## src/rtl/dump_ctrl.sv

```systemverilog
// dump_ctrl: reads one channel's circular sample buffer out to the UART TX.
// A dump starts at the oldest entry (the capture write pointer), sends
// exactly ENTRIES bytes, waits on the TX handshake for each byte, and
// then pulses clr_capture_done so the capture logic can re-arm.
//
// Ports:
//   clk, rst_n           system clock / asynchronous active-low reset
//   dump_req, dump_chan  dump request pulse and channel select (0..4)
//   capture_done         a dump is only accepted while this is high
//   waddr                capture write pointer (oldest sample location)
//   rdata0..rdata4       per-channel RAM read data, valid the cycle after ren
//   ren, raddr           shared RAM read enable / address
//   tx_data, trmt        byte and start pulse to the UART transmitter
//   tx_done              UART byte complete (pulse or level)
//   dump_busy            high while a dump is in progress, DONE cycle included
//   dump_done            one-cycle pulse after the last byte completes
//   clr_capture_done     one-cycle pulse, coincident with dump_done
//   dump_err             one-cycle pulse after a rejected request
module dump_ctrl #(
  parameter int ENTRIES = 384,
  parameter int LOG2    = 9
) (
  input  logic            clk,
  input  logic            rst_n,
  input  logic            dump_req,
  input  logic [2:0]      dump_chan,
  input  logic            capture_done,
  input  logic [LOG2-1:0] waddr,
  input  logic [7:0]      rdata0,
  input  logic [7:0]      rdata1,
  input  logic [7:0]      rdata2,
  input  logic [7:0]      rdata3,
  input  logic [7:0]      rdata4,
  output logic            ren,
  output logic [LOG2-1:0] raddr,
  output logic [7:0]      tx_data,
  output logic            trmt,
  input  logic            tx_done,
  output logic            dump_busy,
  output logic            dump_done,
  output logic            clr_capture_done,
  output logic            dump_err
);

  typedef enum logic [2:0] {
    IDLE    = 3'd0,
    READ    = 3'd1,
    LATCH   = 3'd2,
    SEND    = 3'd3,
    WAIT_TX = 3'd4,
    DONE    = 3'd5
  } state_t;

  // Last valid index; ENTRIES need not be a power of two, so the address
  // wraps by compare rather than by natural overflow.
  localparam logic [LOG2-1:0] LAST      = LOG2'(ENTRIES - 1);
  localparam logic [LOG2:0]   ENTRIES_W = (LOG2 + 1)'(ENTRIES);

  state_t          state_r, state_s;
  logic [LOG2-1:0] addr_r, addr_s;
  logic [LOG2-1:0] cnt_r, cnt_s;
  logic [2:0]      chan_r, chan_s;
  logic            err_s;

  logic            ren_s;
  logic [LOG2-1:0] raddr_s;
  logic [7:0]      tx_data_s;
  logic            trmt_s;
  logic            busy_s;
  logic            done_s;

  // Selects the read data of the latched channel.
  function automatic logic [7:0] sel_byte(input logic [2:0] c,
                                          input logic [7:0] d0,
                                          input logic [7:0] d1,
                                          input logic [7:0] d2,
                                          input logic [7:0] d3,
                                          input logic [7:0] d4);
    logic [7:0] r;
    case (c)
      3'd0:    r = d0;
      3'd1:    r = d1;
      3'd2:    r = d2;
      3'd3:    r = d3;
      3'd4:    r = d4;
      default: r = 8'h00;
    endcase
    return r;
  endfunction

  // State register plus all registered outputs.
  always_ff @(posedge clk or negedge rst_n) begin
    if (!rst_n) begin
      state_r          <= IDLE;
      addr_r           <= '0;
      cnt_r            <= '0;
      chan_r           <= 3'd0;
      ren              <= 1'b0;
      raddr            <= '0;
      tx_data          <= 8'h00;
      trmt             <= 1'b0;
      dump_busy        <= 1'b0;
      dump_done        <= 1'b0;
      clr_capture_done <= 1'b0;
      dump_err         <= 1'b0;
    end else begin
      state_r          <= state_s;
      addr_r           <= addr_s;
      cnt_r            <= cnt_s;
      chan_r           <= chan_s;
      ren              <= ren_s;
      raddr            <= raddr_s;
      tx_data          <= tx_data_s;
      trmt             <= trmt_s;
      dump_busy        <= busy_s;
      dump_done        <= done_s;
      clr_capture_done <= done_s;
      dump_err         <= err_s;
    end
  end

  // Next-state, address/count and request-acceptance logic.
  always_comb begin
    state_s = state_r;
    addr_s  = addr_r;
    cnt_s   = cnt_r;
    chan_s  = chan_r;
    err_s   = 1'b0;
    case (state_r)
      IDLE: begin
        if (dump_req) begin
          if ((dump_chan <= 3'd4) && capture_done) begin
            chan_s  = dump_chan;
            cnt_s   = '0;
            state_s = READ;
            // An out-of-range write pointer restarts the walk at entry 0.
            if ({1'b0, waddr} >= ENTRIES_W) begin
              addr_s = '0;
            end else begin
              addr_s = waddr;
            end
          end else begin
            err_s = 1'b1;
          end
        end else begin
          state_s = IDLE;
        end
      end
      READ:  state_s = LATCH;
      LATCH: state_s = SEND;
      SEND:  state_s = WAIT_TX;
      WAIT_TX: begin
        // tx_done only counts here, so an early or lingering level
        // from the previous byte cannot advance the walk.
        if (tx_done) begin
          if (cnt_r == LAST) begin
            state_s = DONE;
          end else begin
            state_s = READ;
            cnt_s   = cnt_r + LOG2'(1);
            if (addr_r == LAST) begin
              addr_s = '0;
            end else begin
              addr_s = addr_r + LOG2'(1);
            end
          end
        end else begin
          state_s = WAIT_TX;
        end
      end
      DONE:    state_s = IDLE;
      default: state_s = IDLE;
    endcase
  end

  // Output decode from the next state, so outputs are registered and
  // line up with the state they belong to.
  always_comb begin
    ren_s  = (state_s == READ);
    trmt_s = (state_s == SEND);
    busy_s = (state_s != IDLE);
    done_s = (state_s == DONE);
    if (state_s == READ) begin
      raddr_s = addr_s;
    end else begin
      raddr_s = raddr;
    end
    // RAM data for this byte is valid during LATCH; otherwise hold.
    if (state_r == LATCH) begin
      tx_data_s = sel_byte(chan_r, rdata0, rdata1, rdata2, rdata3, rdata4);
    end else begin
      tx_data_s = tx_data;
    end
  end

endmodule

```

## config.mk

```make
export PLATFORM = sky130hd
export DESIGN_NAME = dump_ctrl
export DESIGN_NICKNAME = d
export VERILOG_FILES = /design/src/rtl/dump_ctrl.sv
export SDC_FILE = /design/constraint.sdc
export NUM_CORES = 1
export LEC_CHECK = 0
export CORE_MARGIN = 1
export CORE_UTILIZATION = 52
export CTS_BUF_LIST = sky130_fd_sc_hd__clkbuf_8
export DETAILED_ROUTE_END_ITERATION = 16
export HOLD_SLACK_MARGIN = 0.02
export PLACE_DENSITY = 0.95
export SYNTH_ARGS = -nofsm -noshare
export SYNTH_HDL_FRONTEND = slang
export SYNTH_SLANG_ARGS = --single-unit
```

## constraint.sdc

```tcl
create_clock -name clk -period 3.8 [get_ports clk]
set_input_delay 0.38 -clock clk [delete_from_list [all_inputs] [get_ports clk]]
set_output_delay 0.38 -clock clk [all_outputs]
set_load 0.01 [all_outputs]
```

## Word level (Yosys, flattened, before mapping)

Index checks and enable logic that the tools add are counted.

- Add/subtract/negate cells: 2
- $lt $le $gt $ge: 2
- Equal/unequal tests: 17
- Multiplexer cells: 21
- Reduce and logical (&&, ||, !) cells: 7

Operator list:

| operator | number |
|---|---|
| 2-to-1 mux 9 bit | 10 |
| case mux 8 bit (5 select lines) | 1 |
| case mux 9 bit (2 select lines) | 2 |
| adder 9 x 1 -> 9 bit, second input constant | 2 |
| == test 9 bit, second input constant | 2 |
| == test 3 x 2 -> 1 bit, second input constant | 5 |
| case mux 3 bit (5 select lines) | 1 |
| 2-to-1 mux 3 bit | 4 |
| == test 3 x 1 -> 1 bit, second input constant | 3 |
| == test 3 bit, second input constant | 3 |
| greater-or-equal comparator 9 bit, second input constant | 1 |
| != test 2 bit, second input constant | 4 |
| zero test 3 bit | 2 |
| AND reduction 5 bit | 1 |
| <= comparator 3 bit, second input constant | 1 |
| 2-to-1 mux 1 bit | 3 |
| AND reduction 3 bit | 1 |
| nonzero test 3 bit | 1 |
| nonzero test 2 bit | 1 |
| logical AND 1 bit | 1 |

- Bits in registers: 46
- Input bits: 57
- Output and inout port bits: 23
- Logic and storage cells: 60

## Longest topological paths before layout

Gate-level depths: netlist of the first run.

- Depth after elaboration: 6
- Gate-level depth with buffers: 8
- Depth with buffers taken out: 7

## Worst setup path after synthesis of the first run

Ideal clock, no wire load.

- Path kind: flip-flop to flip-flop
- Start point: register cnt_r[0]
- End point: register raddr[6]
- Setup time: 0.125 ns
- Data arrival time: 1.799 ns
- Data required time: 3.675 ns
- Setup slack: 1.876 ns
- Cell stages (with the launch flop): 7
- Buffers on the path: 0
- Clock period less this slack: 1.924 ns
- Cell sequence: dfrtp_1 -> ha_1 -> and4b_4 -> a211oi_1 -> xor2_1 -> a221o_1 -> mux2_2

- Elaborated cells between the ends (all ways): 8
- Classes of those cells: eq/ne (2); mux (6)

RTL lines:

| what | line | source |
|---|---|---|
| from (decl) | 61 | `logic [LOG2-1:0] cnt_r, cnt_s;` |
| from (signal assigned) | 109 | `cnt_r <= cnt_s;` |
| == test 9 bit | 156 | `if (cnt_r == LAST) begin` |
| 2-to-1 mux 9 bit | 156 |  |
| 2-to-1 mux 9 bit | 155 | `if (tx_done) begin` |
| case mux 9 bit (2 select lines) | 129 | `case (state_r)` |
| via addr_s[6] | 60 | `logic [LOG2-1:0] addr_r, addr_s;` |
| to (signal assigned) | 112 | `raddr <= raddr_s;` |
| to (decl) | 35 | `output logic [LOG2-1:0] raddr,` |

The timed path passes the listed nets, and every way through them passes these cells.
A chain may end at the register's enable or synchronous reset.

## Worst setup path in the final report of the first run

- Start point: register cnt_r[0]
- End point: register raddr[4]

- Word-level cells in the longest chain between the ends: 5
- Elaborated cells between the ends (all ways): 8
- Classes of those cells: eq/ne (2); mux (6)

Ends and longest elaborated chain:

| what | line | source |
|---|---|---|
| == test 9 bit | 156 |  |
| 2-to-1 mux 3 bit | 156 |  |
| 2-to-1 mux 3 bit | 155 |  |
| case mux 3 bit (5 select lines) | 129 |  |
| == test 3 x 1 -> 1 bit | n/a |  |
| via ren_s | 65 | `logic ren_s;` |

The timed path passes the listed nets, and every way through them passes these cells.

==> results of run 1 <==
[metrics by stage]
step	std cells	power, µW	util	worst slack, ns
finish	426	2170	0.7351	1.617
global route	426	2328	0.7351	1.496
CTS	426	2176	0.7351	1.654
detailed placement	418	1820	0.7126	1.440
global placement	418	1778	0.7126	1.480
floorplan	286	1419	-	1.876
[cells in the mapped netlist, types with 2 or more instances]
| library cell | number | area share |
|---|---|---|
| a21o_1 | 7 | 0.021 |
| nand2_1 | 31 | 0.046 |
| a21oi_1 | 28 | 0.055 |
| nor2b_1 | 2 | 0.0049 |
| o21bai_1 | 2 | 0.0059 |
| nand2b_1 | 11 | 0.027 |
| xor2_1 | 7 | 0.024 |
| nor2_1 | 21 | 0.031 |
| nor3_1 | 5 | 0.0098 |
| a31oi_1 | 3 | 0.0073 |
| dfrtp_1 | 46 | 0.45 |
| clkbuf_1 | 9 | 0.013 |
| nand4_1 | 4 | 0.0098 |
| nand3_1 | 14 | 0.027 |
| mux2i_1 | 11 | 0.043 |
| o211ai_1 | 2 | 0.0059 |
| xnor2_1 | 6 | 0.021 |
| o21ai_0 | 33 | 0.065 |
| and3_1 | 2 | 0.0049 |
| buf_2 | 5 | 0.0098 |
| buf_4 | 2 | 0.0059 |
| inv_1 | 5 | 0.0073 |
| ha_1 | 2 | 0.0098 |
| and4_1 | 3 | 0.010 |
| a221o_1 | 2 | 0.0078 |
| mux2_2 | 2 | 0.0088 |
[final cells by class]
type                    count  area, µm²
flip-flops and latches     46       1151
fillers                   346       1251
clock buffers               5      68.82
well taps                  67      83.83
clock inverters             3      37.54
multi-input cells         218       1308
repair buffers             81      800.8
inverters                   6      22.52
[registers in the layout, summed over array words and instances (netlist names), 3 cells and up]
| register | cells |
|---|---|
| raddr | 9 |
| cnt_r | 9 |
| tx_data | 8 |
| addr_r | 9 |
| chan_r | 3 |
| state_r | 3 |
[final timing paths]
check,start,cells after the start,endpoint
max,cnt_r[0],6,raddr[4]
min,rst_n,1,raddr[5]
max reg2reg,cnt_r[0],6,raddr[4]
min reg2reg,tx_data[7],2,tx_data[7]
max in group asynchronous,rst_n,1,cnt_r[3]
min in group clk,tx_data[7],2,tx_data[7]
[worst reg2reg max path, stage by stage (launching register included)]
cell and delay [ns]:
dfrtp_1 0.41, ha_1 0.28, and4b_4 0.31, a21oi_2 0.12, nor2_2 0.46, inv_2 0.17, mux2_2 0.31
[routing by layer]
layer,up-vias,routed length (µm)
li1,1160,-
met1,1125,2663
met2,116,3159
met3,8,595
met4,0,75
met5,-,0
[kinds of logic after synthesis]
kind of cell / after synthesis / synth area share
compound gates: 87 / 0.2008
xor+xnor: 13 / 0.04456
fa+ha+maj: 2 / 0.009793
buf+inv: 22 / 0.03770
flops: 46 / 0.4505
mux: 13 / 0.05191
simple gates: 103 / 0.2047
[power by group through the flow]
| stage | Sequential [µW] | Combinational [µW] | Clock [µW] |
|---|---|---|---|
| 3_3_place_gp | 863 | 915 | 0 |
| 5_1_grt | 894 | 1060 | 378 |
| 4_1_cts | 862 | 955 | 359 |
| 2_1_floorplan | 813 | 607 | 0 |
| 3_5_place_dp | 870 | 950 | 0 |
| 6_report | 865 | 951 | 354 |
[cells in the final DEF (no fill, tap or decap), types with 3 or more instances in the layout]
cell | netlist | layout
mux2i_1 | 11 | 11
clkdlybuf4s50_1 | 0 | 78
clkbuf_8 | 0 | 5
a31oi_1 | 3 | 3
nand2_1 | 31 | 31
dfrtp_1 | 46 | 46
and4_1 | 3 | 3
nor2_1 | 21 | 21
nand3_1 | 14 | 14
nand2b_1 | 11 | 11
nor3_1 | 5 | 5
nand4_1 | 4 | 4
inv_1 | 5 | 7
a21o_1 | 7 | 7
xnor2_1 | 6 | 6
a21oi_1 | 28 | 28
xor2_1 | 7 | 7
o21ai_0 | 33 | 33
==> impl_metrics.py, run 1 <==
metrics = {
    "sta": {
        "max_slew_margin": 0.3417,
        "fmax_mhz": 458.1,
        "max_slew.worst_pin.slew_ns": 0.9874,
        "clock_skew_ns": 0.01123,
        "min_period_over_period": 0.5745,
        "maxSlewViolCount": 0,
        "tns_ns": 0,
        "period_needed_ns": 2.183,
        "fin_hold_ws_ns": 0.2268,
        "hold_viol": 0,
        "rsz0062_at_grt": "no",
        "setup_viol": 0,
    },
    "setup_path": {
        "cp_data_arrival_time_ns": 2.37,
        "cp_max_fo": 13,
        "cpLargestDelayFamily": "simple AND/OR/NAND/NOR gates",
        "crit_chain": "ha_1 > and4b_4 > a21oi_2 > nor2_2 > inv_2 > mux2_2",
        "required_ns": 3.99,
        "crit_buf_inv": 1,
        "worst_path_max_delay_cell": "nor2_2",
        "path_class": "reg -> reg",
        "critPathCaptureType": "flip-flop",
        "slowest_delay_ns": 0.46,
        "reg2reg_slack_ns": 1.62,
        "critPathLaunchType": "flip-flop",
    },
    "route": {
        "drt_pre_antenna_iters": 5,
        "totalWireLength_um": 6494,
        "antenna_left": 0,
        "vias": 2409,
        "drc": 0,
        "wl_per_cell_um": 15.24,
        "viasPerCell": 5.655,
        "drt_iter0_markers": 161,
    },
    "floorplanning": {
        "io_pins": 80,
        "dieArea_um2": 5198,
        "rows": 25,
        "fp.dieH_um": 72.10,
        "die_w_um": 72.10,
        "initial_core_util": 0.5409,
        "core_um2": 4723,
    },
    "global_routing": {
        "grt_remaining_overflow": 0,
        "antenna_found_initial": 0,
        "grt_pass1_wl_um": 10630,
        "grt_busiest_layer": "met2",
        "met1_usage": 0.3395,
        "grt_pass1_vias": 2297,
        "met2_usage": 0.4496,
        "use_met3": 0.06944,
        "grt_usage": 0.2683,
        "grt_start_max_net_pins": 47,
    },
    "placement": {
        "gp_congestion": 0.9014,
        "dpl.hpwl_um": 4816,
        "port_buffers": 79,
        "place_area_um2": 3366,
    },
    "cells_and_area": {
        "area_growth_pct": 35.90,
        "post_route_cells_drive_above_1_share": 0.05014,
        "insertedDiodeCount": 0,
        "layout.nets": 417,
        "fin_area_um2": 3472,
    },
    "min_path": {
        "hp-class": "in -> async",
    },
    "pwr": {
        "pwr-share-clk": 0.163,
        "p_leak_uw": 0.001482,
        "p_switching_uw": 828.2,
        "p_int_uw": 1341,
        "power_density_nw_per_um2": 624.9,
        "pwr-share-seq": 0.399,
        "ir_drop_v": 0.0004070,
        "combPwrFrac": 0.438,
        "p_sw_frac": 0.3817,
    },
    "synthesis": {
        "syn_area_um2": 2555,
        "synth_area_per_cell_um2": 8.933,
        "synth-edff-count": 0,
        "synth_seq_cells": 46,
        "syn_inst": 286,
        "synth.distinct_cells": 47,
        "ys_seq_area_frac": 0.4505,
        "synth_fp_nets": 345,
        "ys_async_sr_fraction": 1.000,
        "synth_warnings": 0,
        "synth_ff_type": "dfrtp_1",
    },
    "status": {
        "run_status": "finished clean",
    },
    "cts": {
        "cts-resized-gates": 0,
        "post-cts-setup-buffer-count": 0,
        "cts.sinks": 46,
        "insertion_delay_ns": 0.31,
        "ctsLongestPathBuffers": 2,
        "cts_made_buffers": 5,
        "cts_root_buf": "clkbuf_8",
        "cts.clk_slew.worst_paths_ns": 0.09,
        "htree_levels": 2,
        "holdBufCountCts": 0,
        "cts_tree": "built",
    },
    "run": {
        "drv_cap": 0,
    },
}
Note: power is estimated with default switching activity, not from simulation.
==> inputs of run 2 (changes only) <==
CORE_UTILIZATION = 44   (was 52)
PLACE_DENSITY = 0.87   (was 0.95)
clock period = 1.8 ns   (was 3.8 ns; I/O delays follow)
==> impl_metrics.py, run 2 (same netlist as run 1, synthesis figures left out) <==
metrics = {
    "cells_and_area": {
        "fin_area_um2": 3824,
        "final_common_cell": "clkdlybuf4s50_1",
        "regArea_um2": 1151,
        "post_route_cells_drive_above_1_share": 0.1595,
        "area_growth_pct": 49.66,
        "fill_cells": 446,
        "insertedDiodeCount": 0,
        "layout.nets": 453,
        "multi_input_area_um2": 1366,
        "largestRegisters": "addr_r (9), cnt_r (9), raddr (9)",
        "final_cell_mix": "78 x clkdlybuf4s50_1, 46 x dfrtp_1, 34 x buf_4",
    },
    "cts": {
        "insertion_delay_ns": 0.31,
        "cts.sinks": 46,
        "cts_root_buf": "clkbuf_8",
        "cts_tree": "built",
        "cts.clk_slew.worst_paths_ns": 0.09,
        "ctsLongestPathBuffers": 2,
        "cts_made_buffers": 5,
        "htree_levels": 2,
    },
    "setup_path": {
        "cp_max_fo": 4,
        "critPathLaunchType": "flip-flop",
        "critPathCaptureType": "flip-flop",
        "cp_data_arrival_time_ns": 2.01,
        "crit_chain": "ha_2 > and4b_4 > buf_4 > a21oi_4 > nor2_4 > inv_2 > mux2_4",
        "cpLargestDelayFamily": "flip-flops",
        "rr_worst_depth": 7,
        "reg2reg_slack_ns": -0.02,
        "path_class": "reg -> reg",
        "reg2reg_from": "cnt_r[0]",
        "crit_buf_inv": 2,
        "slowest_delay_ns": 0.40,
        "rr_endpoint": "raddr[4]",
        "worst_path_max_delay_cell": "dfrtp_1",
        "required_ns": 1.99,
    },
    "sta": {
        "min_period_over_period": 1.014,
        "rsz0062_at_grt": "yes",
        "setup_viol": 4,
        "fmax_mhz": 548.1,
        "clock_skew_ns": 0.007776,
        "max_slew.worst_pin.slew_ns": 0.5848,
        "timing.final.ws_setup_ns": -0.02457,
        "tns_ns": -0.08175,
        "maxSlewViolCount": 0,
        "max_slew_margin": 0.6101,
        "hold_viol": 0,
        "fin_hold_ws_ns": 0.3694,
        "period_needed_ns": 1.825,
    },
    "global_routing": {
        "grt_pass1_vias": 2451,
        "grt_remaining_overflow": 0,
        "antenna_found_initial": 0,
        "grt_start_max_net_pins": 28,
        "grt_usage": 0.2501,
        "grt_pass1_wl_um": 11850,
    },
    "placement": {
        "dpl.hpwl_um": 5565,
        "pre_cts_ws_ns": -0.2569,
        "gp_congestion": 0.9279,
        "place_area_um2": 3645,
        "port_buffers": 79,
    },
    "route": {
        "drt_pre_antenna_iters": 4,
        "antenna_left": 0,
        "totalWireLength_um": 7458,
        "wl_per_cell_um": 15.97,
        "drc": 0,
        "drt_iter0_markers": 148,
        "vias": 2595,
        "viasPerCell": 5.557,
    },
    "pwr": {
        "p_leak_uw": 0.001684,
        "ir_drop_v": 0.0008207,
        "finalPower_uw": 4840,
        "power_density_nw_per_um2": 1266,
    },
    "floorplanning": {
        "dieArea_um2": 6115,
        "die_w_um": 78.20,
        "core_um2": 5540,
        "io_pins": 80,
        "fp.dieH_um": 78.20,
        "rows": 27,
        "initial_core_util": 0.4612,
    },
    "run": {
        "drv_cap": 0,
    },
    "min_path": {
        "hp-class": "in -> async",
    },
    "status": {
        "run_status": "finished with violations",
        "violations": "setup timing",
    },
}
-- run 2: layout make-up --
cell class                      count  area share
Multi-Input combinational cell    218      0.3573
Sequential cell                    46      0.3010
Timing Repair Buffer              117      0.2883
Tap cell                           72     0.02356
Clock buffer                        6     0.02160
Inverter                            6    0.005890
Clock inverter                      2    0.002291
-- run 2: worst max path at each step --
stage	start	to	slack, ns	cells past startpoint
CTS	cnt_r[1]	raddr[6]	-0.03	6
finish	cnt_r[0]	raddr[4]	-0.02	7
detailed placement	dump_chan[0]	raddr[4]	-0.26	6
floorplan	cnt_r[1]	raddr[6]	0.02	6
global placement	dump_chan[0]	raddr[4]	-0.21	6
global route	cnt_r[0]	raddr[1]	-0.09	8
-- run 2: timing repair --
| item | in CTS | in global routing |
|---|---|---|
| endpoints found under the hold margin | 19 | 0 |
| setup buffers | 1 | 2 |
| setup endpoints to repair | 13 | 18 |
| gates resized for setup | 4 | 12 |
| cloned | 0 | 0 |
| pin swaps | 5 | 5 |
| hold buffers | 1 | 0 |
-- run 2: routing by layer --
metal  part of all wire  vias to the layer above  global-route usage  wire, µm
li1                   -                     1230                   -         -
met1               0.44                     1242              0.3361      3293
met2               0.48                      112              0.4044      3552
met3              0.068                       11             0.05349       507
met4              0.014                        0             0.07593       104
met5                  0                        -                   0         0
-- run 2: power by group --
| group | switching, µW | internal, µW |
|---|---|---|
| sequential | 335 | 1390 |
| clock | 352 | 305 |
| combinational | 1200 | 1260 |
-- run 2: worst reg2reg max path, delay by kind of cell, from the launching register on --
family                     cells  cell delay, ns
DFF                            1            0.40
and+or+nand+nor                2            0.32
muxes                          1            0.31
buffers and inverters          2            0.26
AOI/OAI and AO/OA              1            0.24
adders and majority gates      1            0.19
-- run 2: stage by stage --
| step | std cells | util |
|---|---|---|
| after floorplan | 286 | - |
| after global placement | 455 | 0.6579 |
| after detailed placement | 455 | 0.6579 |
| after CTS | 465 | 0.6800 |
| after global routing | 467 | 0.6902 |
| final | 467 | 0.6902 |
